**config.mk**
```make
export PLATFORM = sky130hd
export DESIGN_NAME = if_id_fifo
export DESIGN_NICKNAME = d
export VERILOG_FILES = /design/src/rtl/if_id_fifo_pkg.sv /design/src/rtl/if_id_fifo.sv
export SDC_FILE = /design/constraint.sdc
export NUM_CORES = 1
export LEC_CHECK = 0
export CAP_MARGIN = 20
export CORE_ASPECT_RATIO = 0.5
export CORE_MARGIN = 10
export CORE_UTILIZATION = 60
export DETAILED_ROUTE_END_ITERATION = 6
export DONT_BUFFER_PORTS = 1
export PLACE_DENSITY_LB_ADDON = 0.12
export SETUP_SLACK_MARGIN = 0.2
export SYNTH_ARGS = -nofsm -noshare
export SYNTH_HDL_FRONTEND = slang
export SYNTH_SLANG_ARGS = --single-unit
```
**constraint.sdc**
```tcl
create_clock -name clk -period 5.37 [get_ports clk]
set_clock_uncertainty 0.2 [all_clocks]
set_input_delay 1.074 -clock clk [delete_from_list [all_inputs] [get_ports clk]]
set_output_delay 1.074 -clock clk [all_outputs]
set_load 0.1 [all_outputs]
```
**src/rtl/if_id_fifo_pkg.sv**
```systemverilog
// if_id_fifo_pkg: shared fetch/decode widths, the decode bubble encoding and the entry layout.
package if_id_fifo_pkg;
   localparam int PC_W = 32;
   localparam int INST_W = 32;
   localparam logic [INST_W-1:0] INST_NOP = 32'h0340_0000;
   typedef struct packed {
      logic [PC_W-1:0]   pc;
      logic [INST_W-1:0] inst;
   } entry_t;
endpackage

```
**src/rtl/if_id_fifo.sv**
```systemverilog
// if_id_fifo: fetch-to-decode buffer with valid/ready on both sides and flush on redirect.
module if_id_fifo
   import if_id_fifo_pkg::*;
#(
   parameter int DEPTH = 2
) (
   input  logic                       clk,
   input  logic                       rst,
   input  logic                       flush,
   input  logic                       in_valid,
   output logic                       in_ready,
   input  logic [PC_W-1:0]            in_pc,
   input  logic [INST_W-1:0]          in_inst,
   output logic                       out_valid,
   input  logic                       out_ready,
   output logic [PC_W-1:0]            out_pc,
   output logic [INST_W-1:0]          out_inst,
   output logic [$clog2(DEPTH):0]     count
);
   localparam int AW = $clog2(DEPTH);
   localparam int CW = AW + 1;
   entry_t mem_q [DEPTH];
   entry_t mem_d [DEPTH];
   entry_t head;
   logic [AW-1:0] wp_q, wp_d, rp_q, rp_d;
   logic [CW-1:0] count_q, count_d;
   logic push, pop;
   // in_ready looks only at registered occupancy, so decode stalls never reach fetch combinationally
   always_comb begin
      in_ready  = ~rst & (count_q != CW'(DEPTH));
      out_valid = count_q != '0;
      push      = in_valid & in_ready & ~flush;
      pop       = out_valid & out_ready & ~flush;
      head      = mem_q[rp_q];
      out_pc    = out_valid ? head.pc : '0;
      out_inst  = out_valid ? head.inst : INST_NOP;
      count     = count_q;
      mem_d     = mem_q;
      if (push) mem_d[wp_q] = {in_pc, in_inst};
      wp_d      = flush ? '0 : wp_q + AW'(push);
      rp_d      = flush ? '0 : rp_q + AW'(pop);
      count_d   = flush ? '0 : count_q + CW'(push) - CW'(pop);
   end
   always_ff @(posedge clk) begin
      if (rst) begin
         wp_q    <= '0;
         rp_q    <= '0;
         count_q <= '0;
      end else begin
         wp_q    <= wp_d;
         rp_q    <= rp_d;
         count_q <= count_d;
      end
   end
   always_ff @(posedge clk) mem_q <= mem_d;
endmodule

```
==> impl_metrics.csv <==
group,metric,value,unit
power,power_leakage,2.00,nW
logic_synthesis,synth_area,0.00513,mm²
finish,fillCellCount,473,
floorplanning,row_count,23,
cts,cts-htree-levels,4,
sta,finalCritPeriodShare,79.3,%
cts,cts_tree,"done",
sta,fmax,235,MHz
critical_path,start_kind,"register",
finish,drive_gt1_share,39.3,%
grt,antenna_found_initial,0,
route,vias,2568,
floorplanning,num_io_pins,137,
placement,port_buffers,0,
critical_path,cp.arrival,2.99,ns
critical_path,reg2regPathDepth,4,
sta,holdWs,0.425,ns
grt,overflow,0,
cts,cts-buffers-inserted,17,
finish,finalNetCount,419,
grt,grt_pass1_vias,2725,
critical_path,crit_chain,"nor2_4 > buf_4 > nor2_2 > buf_4",
sta,worst_pin_slew,1.12,ns
floorplanning,dieArea,0.0129,mm²
placement,dp_cells,438,
finish,fin_cells,471,
floorplanning,die_w,151,µm
critical_path,end_kind,"output pin",
logic_synthesis,netlist_instances,296,
cts,root_buffer,"clkbuf_16",
floorplanning,core,0.00814,mm²
grt,grt_max_degree,67,
placement,dpl_worst_slack,1.49,ns
floorplanning,initial_core_util,62.9,%
route,drt-wirelength-per-cell,21.2,µm
sta,timing.final.hold_violations,0,
route,drtPass1Iterations,4,
worst_hold_path,holdPathStages,3,
logic_synthesis,synth_fp_nets,369,
logic_synthesis,syn_area_per_cell,17.3,µm²
critical_path,regToRegEndpoint,"mem_q[16]",
critical_path,critPathKind,"reg -> out",
sta,timing.final.crit_period,4.26,ns
job,max_cap_viol_count,0,
run_status,status,"complete, no violations",
logic_synthesis,yosysWarnings,0,
cts,clock_sinks,132,
cts,ctsResizeCount,0,
route,viasPerCell,5.45,
logic_synthesis,ys_seq_area_share,76.5,%
finish,area_growth,21.1,%
grt,grt_util_all_layers,15.5,%
cts,clk_pin_slew,0.05,ns
critical_path,path_common_cell,"buf_4",
critical_path,reg2reg_from,"count[0]",
finish,num_antenna_cells,0,
critical_path,worstPathRequired,4.10,ns
sta,worst_slack,1.11,ns
critical_path,cp-startpoint,"count[1]",
cts,cts_hold_buf,0,
worst_hold_path,worstHoldPathType,"reg -> reg",
critical_path,worst_path_largest_cell_delay,0.87,ns
power,vdd_drop_max,0.255,mV
logic_synthesis,ys_seq_elements,132,
floorplanning,die_y,85.4,µm
critical_path,path_max_fanout,37,
placement,gp_congestion,0.708,
route,drc_errors,0,
sta,slew-limit-headroom,24.9,%
logic_synthesis,ys_types,23,
sta,report.final.slew_viol_count,0,
sta,finalSetupViolations,0,
sta,setup_tns,0,ns
critical_path,ff2ff_setup_slack,2.03,ns
grt,grt_pass1_wl,14.9,mm
worst_hold_path,hold_start,"wp_q",
route,drtIter0Drc,121,
power,power_density,382,mW/mm²
cts,cts_buffer_depth,2,
sta,rsz0062_at_grt,"false",
cts,clock_latency,0.40,ns
route,finalWirelength,9.97,mm
worst_hold_path,whs_endpoint,"wp_q",
cts,postCtsSetupBuffers,0,
critical_path,cp_slowest_cell,"nor2_4",
placement,hpwl,6.56,mm
route,ant_nets,0,
-- per-stage QoR --
step | util, % | power [W] | cell area, µm²
global placement | 68.9 | 0.00130 | 5610
finish | 76.2 | 0.00237 | 6210
detailed placement | 68.9 | 0.00130 | 5610
global route | 76.2 | 0.00244 | 6210
floorplan | - | 0.00128 | 5130
CTS | 75.9 | 0.00239 | 6180
-- cells by family (layout without fill, tap and decap cells) --
group / after synthesis / in the layout / share of synthesized area [%]
buf+inv: 17 / 80 / 3.17
flops: 132 / 132 / 76.5
xor+xnor: 1 / 1 / 0.439
simple gates: 76 / 76 / 5.98
compound gates: 1 / 1 / 0.0975
mux: 65 / 65 / 12.8
fa+ha+maj: 4 / 4 / 0.976
-- synth_stat cells --
cell      number  share of area (%)
nor2_2         1               0.12
buf_8          1               0.29
inv_1          3               0.22
xnor3_1        1               0.44
edfxtp_1     128                 75
mux2_4         1               0.29
mux2i_1       64                 12
nor3_1         3               0.29
nor2b_1        1               0.12
ha_1           4               0.98
buf_6          1               0.22
dfxtp_1        4                1.6
buf_4          2               0.29
and3_1         1               0.12
nor2_1        63                4.6
nand2b_1       1               0.12
nor3b_1        1               0.15
nand3_1        1              0.098
buf_12         4                1.6
o21ai_0        1              0.098
and2_1         1               0.12
nand2_1        3               0.22
buf_2          6               0.59
-- critical path: cells and delay by family (launching register included) --
kind / cells / cell delay (ns)
buf+inv: 2 / 0.88
simple gates: 2 / 0.97
flops: 1 / 0.69
-- state kept, by name, indices dropped and copies added, names as in the netlist --
name / cells
mem_q: 128
rp_q: 1
count: 2
wp_q: 1
-- cell usage in the layout (no fill, tap or decap), types with 2 or more instances in the layout --
master / count
nor3_1: 3
nor2_1: 2
ha_1: 2
clkinv_1: 2
nand2_1: 3
dfxtp_1: 3
ha_2: 2
clkbuf_16: 17
clkinvlp_4: 2
inv_1: 3
bufinv_16: 2
edfxtp_1: 128
nor2_2: 61
clkinv_4: 3
mux2i_1: 64
buf_4: 44
clkinv_2: 4
-- power by group --
group          switching [W]  internal, W
clock network       0.000411     0.000679
logic               0.000102    0.0000211
registers         0.00000706      0.00115
total               0.000520      0.00185
-- per-layer routing --
metal  wire, µm  up-vias  track usage (%)
met5          0        -                0
met4         67        0             5.73
met3       1070        9             8.90
met2       5250       89             26.6
met1       3580     1274             15.5
li1           -     1196                -
-- worst max-delay path by stage --
stage | to | slack (ns) | depth (start not counted)
after floorplan | out_inst[22] | 1.44 | 3
after global placement | out_pc[1] | 1.56 | 4
after detailed placement | out_inst[23] | 1.49 | 4
after CTS | out_pc[31] | 1.06 | 4
after global routing | out_pc[31] | 0.93 | 4
final | out_pc[31] | 1.11 | 4
-- final cells by class --
class	count	area, µm²	share of cell area (%)
flip-flops and latches	132	3930	63.3
clock buffers	18	429	6.91
repair buffers	45	358	5.76
clock inverters	14	138	2.22
inverters	3	11.3	0.181
multi-input cells	147	1200	19.4
well taps	112	140	2.26
(Power assumes the default switching activity.)
